--- src/rtl/seven_segment_scan_controller_pkg.sv ---
// Shared definitions for the seven-segment scan controller.
//   scan_state_e : scan FSM encoding (SHOW = digit lit, GUARD = dead time)
//   SEG_BLANK    : active-low segment pattern with every segment dark
//   MAX_DIGITS   : largest supported NUM_DIGITS
//   GUARD_W      : width of the guard-time counter (GUARD_CYCLES <= 255)
package seven_segment_scan_controller_pkg;

  typedef enum logic {
    SHOW  = 1'b0,
    GUARD = 1'b1
  } scan_state_e;

  localparam logic [6:0]  SEG_BLANK  = 7'h7F;
  localparam int unsigned MAX_DIGITS = 8;
  localparam int unsigned GUARD_W    = 8;

endpackage

--- src/rtl/Hexadecimal_To_Seven_Segment.sv ---
// Hex nibble to active-low seven-segment decoder.
//   hex_i   : 4-bit value 0..F
//   seg_n_o : active-low segments, bit 0 = a ... bit 6 = g
// Letters b and d are the lower-case shapes so they differ from 8 and 0.
module Hexadecimal_To_Seven_Segment (
  input  logic [3:0] hex_i,
  output logic [6:0] seg_n_o
);

  always_comb begin
    seg_n_o = 7'h7F;
    case (hex_i)
      4'h0: seg_n_o = 7'h40;
      4'h1: seg_n_o = 7'h79;
      4'h2: seg_n_o = 7'h24;
      4'h3: seg_n_o = 7'h30;
      4'h4: seg_n_o = 7'h19;
      4'h5: seg_n_o = 7'h12;
      4'h6: seg_n_o = 7'h02;
      4'h7: seg_n_o = 7'h78;
      4'h8: seg_n_o = 7'h00;
      4'h9: seg_n_o = 7'h10;
      4'hA: seg_n_o = 7'h08;
      4'hB: seg_n_o = 7'h03;
      4'hC: seg_n_o = 7'h46;
      4'hD: seg_n_o = 7'h21;
      4'hE: seg_n_o = 7'h06;
      4'hF: seg_n_o = 7'h0E;
      default: seg_n_o = 7'h7F;
    endcase
  end

endmodule

--- src/rtl/seven_segment_scan_controller.sv ---
// Multiplexed seven-segment display scanner with double-buffered frame load.
//   clk             : system clock, rising edge
//   reset           : asynchronous, active-high
//   load_valid      : producer offers a frame (load_data / load_blank_mask)
//   load_ready      : no frame is pending; an offer is accepted this cycle
//   load_data       : nibble i drives digit i (digit 0 least significant)
//   load_blank_mask : bit i forces digit i dark
//   lz_blank_en     : leading-zero blanking, applied live
//   seg_n           : registered active-low segments, bit 0 = a
//   dig_en_n        : registered active-low digit enables, at most one low
//   frame_done      : one-cycle pulse as the scan wraps back to digit 0
// An accepted frame sits in a shadow buffer and is copied to the active
// buffer only when the scan wraps, so a frame is never torn mid-scan.
module seven_segment_scan_controller
  import seven_segment_scan_controller_pkg::*;
#(
  parameter int unsigned NUM_DIGITS   = 8,
  parameter int unsigned SCAN_DIV     = 50000,
  parameter int unsigned GUARD_CYCLES = 2
) (
  input  logic                    clk,
  input  logic                    reset,
  input  logic                    load_valid,
  output logic                    load_ready,
  input  logic [4*NUM_DIGITS-1:0] load_data,
  input  logic [NUM_DIGITS-1:0]   load_blank_mask,
  input  logic                    lz_blank_en,
  output logic [6:0]              seg_n,
  output logic [NUM_DIGITS-1:0]   dig_en_n,
  output logic                    frame_done
);

  localparam int unsigned IW = $clog2(NUM_DIGITS);
  localparam int unsigned PW = $clog2(SCAN_DIV);

  localparam logic [IW-1:0]      LAST_IDX   = IW'(NUM_DIGITS - 1);
  localparam logic [PW-1:0]      LAST_PRESC = PW'(SCAN_DIV - 1);
  localparam logic [GUARD_W-1:0] LAST_GUARD =
    (GUARD_CYCLES == 0) ? '0 : GUARD_W'(GUARD_CYCLES - 1);

  scan_state_e               state_q, state_d;
  logic [IW-1:0]             idx_q, idx_d;
  logic [PW-1:0]             presc_q, presc_d;
  logic [GUARD_W-1:0]        guard_q, guard_d;
  logic                      pending_q, pending_d;
  logic [4*NUM_DIGITS-1:0]   shadow_data_q, shadow_data_d;
  logic [NUM_DIGITS-1:0]     shadow_mask_q, shadow_mask_d;
  logic [4*NUM_DIGITS-1:0]   active_data_q, active_data_d;
  logic [NUM_DIGITS-1:0]     active_mask_q, active_mask_d;
  logic [6:0]                seg_n_q, seg_n_d;
  logic [NUM_DIGITS-1:0]     dig_en_n_q, dig_en_n_d;
  logic                      frame_done_q, frame_done_d;

  logic [3:0] active_nib;
  logic       cur_mask_bit;
  logic       cur_has_value;
  logic       upper_nz;
  logic       cur_blank;
  logic [6:0] dec_seg_n;

  // Select the nibble/mask bit for the scanned digit and decide whether
  // it falls in the leading-zero region. upper_nz accumulates "some nibble
  // at or above this position is nonzero" while walking from the top down.
  always_comb begin
    active_nib    = '0;
    cur_mask_bit  = 1'b0;
    cur_has_value = 1'b0;
    upper_nz      = 1'b0;
    for (int unsigned k = 0; k < NUM_DIGITS; k++) begin
      upper_nz = upper_nz | (active_data_q[4*(NUM_DIGITS-1-k) +: 4] != 4'h0);
      if (idx_q == IW'(NUM_DIGITS - 1 - k)) begin
        cur_has_value = upper_nz;
        active_nib    = active_data_q[4*(NUM_DIGITS-1-k) +: 4];
        cur_mask_bit  = active_mask_q[NUM_DIGITS-1-k];
      end
    end
    // Digit 0 always shows its value so an all-zero frame reads "0".
    cur_blank = cur_mask_bit |
                (lz_blank_en & ~cur_has_value & (idx_q != '0));
  end

  // One shared decoder serves whichever digit is currently scanned.
  Hexadecimal_To_Seven_Segment u_hex_decoder (
    .hex_i   (active_nib),
    .seg_n_o (dec_seg_n)
  );

  always_comb begin
    logic leave_show;
    logic wrap;

    state_d       = state_q;
    idx_d         = idx_q;
    presc_d       = presc_q;
    guard_d       = guard_q;
    pending_d     = pending_q;
    shadow_data_d = shadow_data_q;
    shadow_mask_d = shadow_mask_q;
    active_data_d = active_data_q;
    active_mask_d = active_mask_q;
    seg_n_d       = SEG_BLANK;
    dig_en_n_d    = '1;
    frame_done_d  = 1'b0;
    leave_show    = 1'b0;
    wrap          = 1'b0;

    case (state_q)
      SHOW: begin
        if (presc_q == LAST_PRESC) begin
          presc_d    = '0;
          leave_show = 1'b1;
          if (GUARD_CYCLES != 0) begin
            state_d = GUARD;
            guard_d = '0;
          end
        end else begin
          presc_d = presc_q + 1'b1;
        end
      end
      GUARD: begin
        if (guard_q == LAST_GUARD) begin
          state_d = SHOW;
          guard_d = '0;
        end else begin
          guard_d = guard_q + 1'b1;
        end
      end
      default: state_d = SHOW;
    endcase

    if (leave_show) begin
      if (idx_q == LAST_IDX) begin
        idx_d = '0;
        wrap  = 1'b1;
      end else begin
        idx_d = idx_q + 1'b1;
      end
    end

    // Commit only needs pending_q and accept needs ~pending_q, so the two
    // never collide; a frame accepted on the wrap cycle waits a full scan.
    if (wrap && pending_q) begin
      active_data_d = shadow_data_q;
      active_mask_d = shadow_mask_q;
      pending_d     = 1'b0;
    end
    if (load_valid && !pending_q) begin
      shadow_data_d = load_data;
      shadow_mask_d = load_blank_mask;
      pending_d     = 1'b1;
    end

    if (state_q == SHOW && !cur_blank) begin
      seg_n_d = dec_seg_n;
      for (int unsigned i = 0; i < NUM_DIGITS; i++) begin
        if (idx_q == IW'(i)) dig_en_n_d[i] = 1'b0;
      end
    end

    frame_done_d = wrap;
  end

  always_ff @(posedge clk or posedge reset) begin
    if (reset) begin
      state_q       <= SHOW;
      idx_q         <= '0;
      presc_q       <= '0;
      guard_q       <= '0;
      pending_q     <= 1'b0;
      shadow_data_q <= '0;
      shadow_mask_q <= '1;
      active_data_q <= '0;
      active_mask_q <= '1;
      seg_n_q       <= SEG_BLANK;
      dig_en_n_q    <= '1;
      frame_done_q  <= 1'b0;
    end else begin
      state_q       <= state_d;
      idx_q         <= idx_d;
      presc_q       <= presc_d;
      guard_q       <= guard_d;
      pending_q     <= pending_d;
      shadow_data_q <= shadow_data_d;
      shadow_mask_q <= shadow_mask_d;
      active_data_q <= active_data_d;
      active_mask_q <= active_mask_d;
      seg_n_q       <= seg_n_d;
      dig_en_n_q    <= dig_en_n_d;
      frame_done_q  <= frame_done_d;
    end
  end

  assign load_ready = ~pending_q;
  assign seg_n      = seg_n_q;
  assign dig_en_n   = dig_en_n_q;
  assign frame_done = frame_done_q;

endmodule
--- config.mk ---
export PLATFORM = sky130hd
export DESIGN_NAME = seven_segment_scan_controller
export DESIGN_NICKNAME = d
export VERILOG_FILES = /design/src/rtl/seven_segment_scan_controller_pkg.sv /design/src/rtl/Hexadecimal_To_Seven_Segment.sv /design/src/rtl/seven_segment_scan_controller.sv
export SDC_FILE = /design/constraint.sdc
export NUM_CORES = 1
export LEC_CHECK = 0
export BUFFER_PORTS_ARGS = -buffer_cell sky130_fd_sc_hd__buf_2
export CAP_MARGIN = 20
export CORE_ASPECT_RATIO = 0.6
export CORE_MARGIN = 3
export CORE_UTILIZATION = 59
export DETAILED_ROUTE_END_ITERATION = 8
export GPL_TIMING_DRIVEN = 0
export PLACE_DENSITY = 0.85
export SYNTH_ARGS = -nofsm -noshare
export SYNTH_HDL_FRONTEND = slang
export SYNTH_SLANG_ARGS = --single-unit
--- constraint.sdc ---
create_clock -name clk -period 4.6 [get_ports clk]
set_input_delay 0.46 -clock clk [delete_from_list [all_inputs] [get_ports clk]]
set_output_delay 0.46 -clock clk [all_outputs]
set_load 0.05 [all_outputs]
==> results.cfg, run 1 <==
[place]
detailedPlacementHpwl_um = 9760
place_congestion = 0.938
placement.setup.worst_slack_ps = 1130
placed_cells_incl_taps = 689
detailed_place.area_um2 = 6560
buffer_ports.inserted = 60

[global_route]
grt_pass1_wl_um = 22300
grtUsageTotal_pct = 25.1
via_count_of_the_first_global_routing_pass = 4203
pin_count_of_the_biggest_net_entering_global_routing = 90
globalRouteOverflowTotal = 0
antenna_found_initial = 0

[cts]
clock-sinks = 125
cts.repair.resized = 0
clock_tree.buffer_depth = 2
postCtsSetupBuffers = 0
cts_inserted_buffers = 17
clkTransAtPathRegs_ps = 60
clk_latency_ps = 410
cts_root_buf = sky130_fd_sc_hd__clkbuf_16
cts_hold_buf = 0
cts_tree = built
htree_levels = 4

[die]
die-height_um = 84.5
initial_core_util_pct = 63.2
floorplan.io_pins = 61
num_rows = 27
die_area_um2 = 11600
die_width_um = 137
floorplan.core_area_um2 = 9590

[critical_path]
crit_type = reg2reg
worst_setup_path_end_kind = flip-flop
cp.arrival_ps = 3950
cp.required_ps = 4900
timing.critical_path.from = idx_q[2]$_DFFE_PP0P_
critical_path.cell_chain = buf_2 -> buf_1 -> inv_1 -> ha_1 -> clkbuf_1 -> a2111oi_0 -> o22a_1 -> or3_1 -> inv_1 -> ha_1 -> a221oi_1 -> o21ai_0
rr_startpoint = idx_q[2]$_DFFE_PP0P_
path_max_fanout = 10
worstSetupStartpointType = flip-flop
cpMaxStageDelayCell = sky130_fd_sc_hd__buf_1
slowest_delay_ps = 450

[power]
power_per_cell_area_nw_per_um2 = 375
clock_power_share_pct = 52.7
p_seq_share_pct = 44.0
pwr-share-comb_pct = 3.3
p_sw_share_pct = 21.0
static-leakage-power_nw = 3.33
p_int_mw = 2.13
switching_power_uw = 566
power.total_mw = 2.69
ir_drop_v = 0.000306

[route]
first_pass_iters = 5
route.vias.total = 4291
wl_um = 13700
drt.antenna.violating_nets = 0
detail_route.vias_per_cell = 5.95
wire_per_inst_um = 19.0
drcViolationCount = 0
detailedRoute.firstIterationViolations = 431

[sta]
hold_viol = 0
min_period_over_period_pct = 79.2
report.final.setup_viol = 0
timing_worst_slew_pin_value_ps = 875
fin_crit_ps = 3640
worst_clock_skew_ps = 9.95
max-slew-margin-rel_pct = 40.1
timing.final.ws_setup_ps = 959
max_clock_freq_mhz = 275
drv_slew = 0
rsz_0062_raised_after_global_routing = false

[run_status]
status = complete, no violations

[synth]
number_of_flops_mapped_to_enable_cells_by_yosys = 0
most_frequently_used_flop_master_after_synthesis = sky130_fd_sc_hd__dfrtp_1
synthesis.area_um2 = 6060
ys_types = 60
syn_inst = 498
mappedNetlistNets = 555
postSynthAreaPerCell_um2 = 12.2
async_flop_share_pct = 100
postSynthRegisterBits = 125
synth.yosys.warnings = 0
ys_seq_area_share_pct = 52.2

[min_path]
min-delay-path-class = in2async

[finish]
postLayoutCellArea_um2 = 7190
post_route_cells_drive_above_1_share_pct = 37.2
layout-area-overhead-vs-synth_pct = 18.6
nets = 635
final_instance_count_without_filler_cells = 721
multi_input_area_um2 = 2700
insertedDiodeCount = 0
regArea_um2 = 3170
nFillCells = 625

[run]
maxCapViolations = 0
==> Yosys cell counts (13+ instances only) <==
cell type | number | area, um2
sky130_fd_sc_hd__mux2_2 | 42 | 473
sky130_fd_sc_hd__dfstp_2 | 31 | 815
sky130_fd_sc_hd__inv_1 | 18 | 67.6
sky130_fd_sc_hd__dfrtp_1 | 94 | 2350
sky130_fd_sc_hd__o21ai_0 | 21 | 105
sky130_fd_sc_hd__a21oi_1 | 14 | 70.1
sky130_fd_sc_hd__mux2_4 | 39 | 586
sky130_fd_sc_hd__nand2_1 | 28 | 105
sky130_fd_sc_hd__clkbuf_1 | 14 | 52.6
sky130_fd_sc_hd__nor2_1 | 23 | 86.3
sky130_fd_sc_hd__nand3_1 | 16 | 80.1
sky130_fd_sc_hd__ha_1 | 13 | 163
==> final timing paths <==
check,end,slack [ps],cells after the start
min reg2reg,presc_q[13]$_DFFE_PP0N_,490,1
max reg2reg,seg_n[3]$_DFF_PP1_,960,12
min in group clk,pending_q$_DFFE_PP0P_,270,2
min,active_data_q[13]$_DFFE_PP0P_,40,2
max,seg_n[3]$_DFF_PP1_,960,12
max in group asynchronous,active_mask_q[7]$_DFFE_PP1P_,3820,3
==> sequential cells by signal, summed over array words and instances, names as in the netlist <==
signal / cells
active_data_q: 32
active_mask_q: 8
dig_en_n: 8
frame_done: 1
guard_q: 8
idx_q: 3
pending_q: 1
presc_q: 16
seg_n: 7
shadow_data_q: 32
shadow_mask_q: 8
state_q: 1
==> layout make-up <==
| class | instances | area share (%) |
|---|---|---|
| plain buffers | 24 | 1.76 |
| clock buffers | 19 | 6.16 |
| clock inverters | 13 | 2.61 |
| inverters | 18 | 1.01 |
| multi-input cells | 331 | 37.6 |
| flip-flops and latches | 125 | 44.1 |
| well taps | 130 | 2.26 |
| repair buffers | 61 | 4.56 |
==> per-stage QoR <==
stage	utilization, %	hold slack, ps	TNS [ps]
2_1_floorplan	-	451	0
3_3_place_gp	68.0	466	-20280
3_5_place_dp	68.3	476	0
4_1_cts	74.9	40.5	0
5_1_grt	74.9	56.8	0
6_report	74.9	40.2	0
==> metal layers <==
metal,global-route usage [%],wire (um),vias to the layer above
li1,-,-,1970
met1,38.4,6520,2110
met2,34.8,5910,195
met3,6.71,1080,16
met4,8.24,153,0
met5,0,0,-
==> placed cells by master (no fill, tap or decap), types with 8 or more instances in the layout <==
| cell type | n |
|---|---|
| sky130_fd_sc_hd__a21oi_1 | 14 |
| sky130_fd_sc_hd__inv_1 | 17 |
| sky130_fd_sc_hd__clkbuf_1 | 15 |
| sky130_fd_sc_hd__nand2_1 | 28 |
| sky130_fd_sc_hd__o21ai_0 | 21 |
| sky130_fd_sc_hd__nand2b_1 | 8 |
| sky130_fd_sc_hd__nor2_1 | 23 |
| sky130_fd_sc_hd__nand3_1 | 16 |
| sky130_fd_sc_hd__dfstp_2 | 31 |
| sky130_fd_sc_hd__buf_2 | 65 |
| sky130_fd_sc_hd__mux2_2 | 42 |
| sky130_fd_sc_hd__mux2_4 | 39 |
| sky130_fd_sc_hd__clkbuf_16 | 17 |
| sky130_fd_sc_hd__dfrtp_1 | 94 |
| sky130_fd_sc_hd__ha_1 | 13 |
==> critical path: cells and delay by family (launching register included) <==
| family | cells | cell delay, ps |
|---|---|---|
| buf+inv | 5 | 1310 |
| simple gates | 1 | 190 |
| compound gates | 4 | 1030 |
| fa+ha+maj | 2 | 560 |
| flops | 1 | 430 |
==> cell families (layout without fill, tap and decap cells) <==
family	Yosys count	in the layout	share of synthesized area, %
AND/OR/NAND/NOR	137	137	12.6
adder cells (fa/ha/maj)	13	13	2.68
buffers and inverters	42	135	3.20
flip-flops	125	125	52.2
multiplexers	85	85	18.1
XOR/XNOR	14	14	2.02
AO/OA/AOI/OAI	82	82	9.16
==> power groups by stage <==
stage               clock, mW  combinational (mW)  sequential (mW)
floorplan                   0              0.0580             1.19
global placement            0              0.0813             1.20
detailed placement          0              0.0912             1.20
CTS                      1.43              0.0922             1.18
global route             1.49               0.101             1.19
finish                   1.42              0.0894             1.18
Note: power is estimated with default switching activity, not from simulation.
==> run 2: changes to the inputs <==
CORE_UTILIZATION = 53   (was 59)
PLACE_DENSITY = 0.81   (was 0.85)
clock period = 3.1 ns   (was 4.6 ns; I/O delays follow)
==> run 2 against run 1 <==
  * Sequential power rose by 48%
  * First-iteration DRC count fell by 29%
  * Worst hold slack better by 18 ps
  * Power is 43% higher
  * Cell count is 1.8% higher
  * Clock power rose by 39%
  * Setup slack lost 920 ps
  * Register-to-register slack worse by 920 ps
  * Clock skew barely moved
  * Non-clock buffer count rose by 4
  * Wire length is essentially flat
==> results.cfg, run 2 (synthesized netlist as in run 1, its figures left out) <==
[place]
buffer_ports.inserted = 60
placement.setup.worst_slack_ps = -472
placed_cells_incl_taps = 699
place_congestion = 0.927
detailed_place.area_um2 = 6580
detailedPlacementHpwl_um = 9940

[global_route]
grtUsageTotal_pct = 22.8
antenna_found_initial = 0
grt_pass1_wl_um = 22300
pin_count_of_the_biggest_net_entering_global_routing = 46
globalRouteOverflowTotal = 0
via_count_of_the_first_global_routing_pass = 4214

[sta]
whs_ps = 58.5
fin_crit_ps = 3070
timing.final.ws_setup_ps = 34.8
hold_viol = 0
timing_worst_slew_pin_value_ps = 870
drv_slew = 0
max-slew-margin-rel_pct = 41.4
worst_clock_skew_ps = 10.4
min_period_over_period_pct = 98.9
report.final.setup_viol = 0
max_clock_freq_mhz = 326
tns_ps = 0

[die]
floorplan.io_pins = 61
die_width_um = 144
die-height_um = 88.8
num_rows = 29
die_area_um2 = 12800
floorplan.core_area_um2 = 10800
initial_core_util_pct = 55.9

[route]
first_pass_iters = 5
wl_um = 13700
detailedRoute.firstIterationViolations = 306
drt.antenna.violating_nets = 0
wire_per_inst_um = 18.6
route.vias.total = 4279
drcViolationCount = 0
detail_route.vias_per_cell = 5.83

[critical_path]
path_max_fanout = 10
worst_setup_path_end_kind = flip-flop
cp.arrival_ps = 3390
crit_type = reg2reg
cp.required_ps = 3420
worstSetupStartpointType = flip-flop

[run]
maxCapViolations = 0

[cts]
clk_latency_ps = 420
clock-sinks = 125
cts_tree = built
cts_inserted_buffers = 17
cts_hold_buf = 0
htree_levels = 4
cts_root_buf = sky130_fd_sc_hd__clkbuf_16
clkTransAtPathRegs_ps = 60
clock_tree.buffer_depth = 2

[finish]
post_route_cells_drive_above_1_share_pct = 40.0
postLayoutCellArea_um2 = 7250
layout-area-overhead-vs-synth_pct = 19.6
regArea_um2 = 3170
insertedDiodeCount = 0
largestRegisters = active_data_q: 32 flops, shadow_data_q: 32 flops, presc_q: 16 flops
multi_input_area_um2 = 2730
most-common-layout-cells = sky130_fd_sc_hd__dfrtp_1, sky130_fd_sc_hd__buf_2, sky130_fd_sc_hd__mux2_2
most_common_cell_after_layout_fill_and_taps_aside = sky130_fd_sc_hd__dfrtp_1
nFillCells = 799
final_instance_count_without_filler_cells = 734
nets = 639

[run_status]
status = complete, no violations

[power]
ir_drop_v = 0.000404
static-leakage-power_nw = 3.36
power_per_cell_area_nw_per_um2 = 533

[min_path]
min-delay-path-class = in2async
## run 2: cell count changes in the layout (fill, tap and decap cells not counted), moves of 2 or more
| cell | delta |
|---|---|
| sky130_fd_sc_hd__a2111oi_1 | +3 |
| sky130_fd_sc_hd__clkbuf_1 | -7 |
| sky130_fd_sc_hd__clkbuf_2 | +3 |
| sky130_fd_sc_hd__buf_4 | +5 |
| sky130_fd_sc_hd__a2111oi_0 | -3 |
| sky130_fd_sc_hd__clkinv_2 | -2 |
| sky130_fd_sc_hd__inv_1 | -2 |
| sky130_fd_sc_hd__inv_8 | +6 |
| sky130_fd_sc_hd__buf_12 | +2 |
| sky130_fd_sc_hd__clkbuf_4 | +2 |
| sky130_fd_sc_hd__bufinv_16 | -3 |
## run 2: worst paths after layout
| check | startpoint | to | slack [ps] | depth (start not counted) |
|---|---|---|---|---|
| max in group asynchronous | reset | dig_en_n[6]$_DFF_PP1_ | 2280 | 3 |
| min in group clk | load_valid | pending_q$_DFFE_PP0P_ | 120 | 2 |
| setup / recovery | idx_q[2]$_DFFE_PP0P_ | seg_n[3]$_DFF_PP1_ | 30 | 12 |
| setup reg to reg | idx_q[2]$_DFFE_PP0P_ | seg_n[3]$_DFF_PP1_ | 30 | 12 |
| hold reg to reg | presc_q[13]$_DFFE_PP0N_ | presc_q[13]$_DFFE_PP0N_ | 490 | 1 |
| hold / removal | reset | shadow_data_q[7]$_DFFE_PP0P_ | 60 | 2 |
## run 2: area by class of cell
| type | instances | share of cell area (%) |
|---|---|---|
| inverter | 18 | 1.04 |
| clock buffer | 17 | 5.87 |
| multi-input combinational | 331 | 37.6 |
| tap | 139 | 2.40 |
| clock inverter | 15 | 2.38 |
| sequential | 125 | 43.7 |
| timing repair buffer | 65 | 5.00 |
| buffer | 24 | 2.00 |
## run 2: what timing repair did
item                       CTS  global route
buffers inserted             0             3
cloned                       0             0
setup endpoints to repair   15            12
hold endpoints to repair     0             0
gates resized for setup     10            16
## run 2: critical path, cell delays in order, from the launching register on
cell and delay (ps):
sky130_fd_sc_hd__dfrtp_2 420, sky130_fd_sc_hd__buf_4 200, sky130_fd_sc_hd__buf_4 220, sky130_fd_sc_hd__clkinvlp_4 170
sky130_fd_sc_hd__ha_1 260, sky130_fd_sc_hd__clkbuf_4 210, sky130_fd_sc_hd__a2111oi_1 320, sky130_fd_sc_hd__o22a_1 210
sky130_fd_sc_hd__or3_4 140, sky130_fd_sc_hd__inv_1 80, sky130_fd_sc_hd__ha_1 250, sky130_fd_sc_hd__a221oi_1 340
sky130_fd_sc_hd__o21ai_0 160
## run 2: stage by stage
stage | util [%] | power, mW
2_1_floorplan | - | 1.85
4_1_cts | 66.3 | 3.90
3_3_place_gp | 60.3 | 1.90
3_5_place_dp | 60.7 | 1.92
5_1_grt | 66.8 | 4.01
6_report | 66.8 | 3.86
## run 2: metal layers
metal  global-route usage [%]  vias to the layer above  part of all wire, %
met4                     5.73                        0                 0.83
li1                         -                     1975                    -
met3                     7.02                       12                  7.2
met5                        0                        -                    0
met2                     32.4                      158                   42
met1                     34.2                     2134                   50
## run 2: where the power goes
part	leakage [nW]	switching (mW)	internal (mW)
sequential	1.55	0.0421	1.71
combinational	1.52	0.0580	0.0755
clock	0.289	0.829	1.15
==> run 3: changes to the inputs <==
CORE_UTILIZATION = 60   (was 53)
PLACE_DENSITY = 0.86   (was 0.81)
clock period = 3.55 ns   (was 3.1 ns; I/O delays follow)
==> run 3 against run 2 <==
  * Non-clock buffer count shrank 3
  * Largest cell class unchanged
  * Clock power shrank 11%
  * Combinational power shrank 13%
  * Critical path type unchanged
  * Fmax shrank 11%
  * Sequential power shrank 13%
  * Power shrank 11%
  * Sequential share of layout area grew 0.34 points
  * Via count grew 1.3%
==> results.cfg, run 3 (synthesized netlist as in run 1, its figures left out) <==
[cts]
cts.repair.resized = 0
clock-sinks = 125
clock_tree.buffer_depth = 2
cts_root_buf = sky130_fd_sc_hd__clkbuf_16
cts_inserted_buffers = 17
clkTransAtPathRegs_ps = 60
htree_levels = 4
cts_hold_buf = 0
clk_latency_ps = 420
postCtsSetupBuffers = 0
cts_tree = built

[route]
route.vias.total = 4333
wl_um = 13900
detail_route.vias_per_cell = 6.00
wire_per_inst_um = 19.3
drt.antenna.violating_nets = 0
first_pass_iters = 5
detailedRoute.firstIterationViolations = 454
drcViolationCount = 0

[global_route]
globalRouteOverflowTotal = 0
grt_pass1_wl_um = 22500
antenna_found_initial = 0
via_count_of_the_first_global_routing_pass = 4285
grtUsageTotal_pct = 25.9
pin_count_of_the_biggest_net_entering_global_routing = 47

[power]
static-leakage-power_nw = 3.32
clock_power_share_pct = 51.8
ir_drop_v = 0.000338
p_seq_share_pct = 44.8
switching_power_uw = 721
power_per_cell_area_nw_per_um2 = 476
p_int_mw = 2.70
power.total_mw = 3.42
pwr-share-comb_pct = 3.4
p_sw_share_pct = 21.1

[sta]
worst_clock_skew_ps = 9.49
report.final.setup_viol = 0
tns_ps = 0
whs_ps = 121
min_period_over_period_pct = 96.9
drv_slew = 0
rsz_0062_raised_after_global_routing = true
max_clock_freq_mhz = 291
timing_worst_slew_pin_value_ps = 926
max-slew-margin-rel_pct = 36.7
hold_viol = 0
fin_crit_ps = 3440

[finish]
final_instance_count_without_filler_cells = 722
multi_input_area_um2 = 2710
largestRegisters = active_data_q: 32 flops, shadow_data_q: 32 flops, presc_q: 16 flops
postLayoutCellArea_um2 = 7190
regArea_um2 = 3170
insertedDiodeCount = 0
post_route_cells_drive_above_1_share_pct = 37.7
nFillCells = 623
layout-area-overhead-vs-synth_pct = 18.7
nets = 636
most-common-layout-cells = sky130_fd_sc_hd__dfrtp_1, sky130_fd_sc_hd__buf_2, sky130_fd_sc_hd__mux2_2
most_common_cell_after_layout_fill_and_taps_aside = sky130_fd_sc_hd__dfrtp_1

[place]
place_congestion = 0.924
placed_cells_incl_taps = 690
buffer_ports.inserted = 60
detailed_place.area_um2 = 6570
detailedPlacementHpwl_um = 9990

[die]
num_rows = 27
floorplan.core_area_um2 = 9490
initial_core_util_pct = 63.9
die_width_um = 136
die-height_um = 83.9
die_area_um2 = 11400
floorplan.io_pins = 61

[critical_path]
cpMaxStageDelayCell = sky130_fd_sc_hd__clkbuf_1
worstSetupStartpointType = flip-flop
crit_buf_inv = 4
cp.required_ps = 3870
worst_path_dominant_cell_family = buffers and inverters
cp.arrival_ps = 3760
critical_path.cell_chain = inv_1 -> ha_1 -> clkbuf_1 -> clkbuf_1 -> a21oi_1 -> o311a_1 -> o22ai_2 -> inv_1 -> ha_1 -> nor2_1 -> a221oi_1 -> o21ai_0
crit_type = reg2reg
worst_setup_path_end_kind = flip-flop
slowest_delay_ps = 450
path_max_fanout = 10

[min_path]
min-delay-path-class = in2async

[run_status]
status = complete, no violations

[run]
maxCapViolations = 0
## run 3: cell count changes in the layout (fill, tap and decap cells not counted), moves of 3 or more
cell                        change
sky130_fd_sc_hd__a2111oi_0      +3
sky130_fd_sc_hd__buf_4          -5
sky130_fd_sc_hd__inv_8          -6
sky130_fd_sc_hd__a2111oi_1      -3
sky130_fd_sc_hd__clkbuf_1       +5
## run 3: final cells by class
| cell class | count | share of cell area (%) |
|---|---|---|
| plain buffers | 24 | 1.77 |
| clock buffers | 19 | 6.30 |
| clock inverters | 13 | 2.28 |
| inverters | 18 | 0.991 |
| multi-input cells | 331 | 37.6 |
| flip-flops and latches | 125 | 44.0 |
| well taps | 130 | 2.26 |
| repair buffers | 62 | 4.73 |
## run 3: worst register-to-register path, delay by kind of cell (launching register included)
family / cells / cell delay (ps)
AND/OR/NAND/NOR: 1 / 130
adder cells (fa/ha/maj): 2 / 580
flip-flops: 1 / 420
buffers and inverters: 4 / 1140
AO/OA/AOI/OAI: 5 / 1080
## run 3: path summary, 6_finish.rpt
| kind | slack (ps) | depth (start not counted) | to | start |
|---|---|---|---|---|
| hold / removal | 120 | 2 | shadow_data_q[31]$_DFFE_PP0P_ | reset |
| hold reg to reg | 500 | 1 | active_data_q[4]$_DFFE_PP0P_ | shadow_data_q[4]$_DFFE_PP0P_ |
| setup reg to reg | 110 | 12 | seg_n[3]$_DFF_PP1_ | idx_q[1]$_DFFE_PP0P_ |
| min in group clk | 160 | 2 | shadow_data_q[18]$_DFFE_PP0P_ | load_data[18] |
| max in group asynchronous | 2400 | 4 | dig_en_n[3]$_DFF_PP1_ | reset |
| setup / recovery | 110 | 12 | seg_n[3]$_DFF_PP1_ | idx_q[1]$_DFFE_PP0P_ |
## run 3: power groups by stage
stage | sequential, mW | combinational [mW] | clock (mW)
global route | 1.54 | 0.132 | 1.87
global placement | 1.55 | 0.106 | 0
finish | 1.53 | 0.116 | 1.77
floorplan | 1.54 | 0.0754 | 0
detailed placement | 1.56 | 0.118 | 0
CTS | 1.53 | 0.120 | 1.80
## run 3: per-layer routing
metal / track usage, % / routed length (um)
met1: 38.4 / 6380
met2: 38.0 / 6170
met3: 6.39 / 1170
met4: 7.78 / 216
met5: 0 / 0
## run 3: metrics by stage
step	worst slack, ps	util (%)
4_1_cts	29.7	75.7
2_1_floorplan	856	-
5_1_grt	-9.15	75.8
6_report	109	75.8
3_3_place_gp	169	68.8
3_5_place_dp	118	69.2
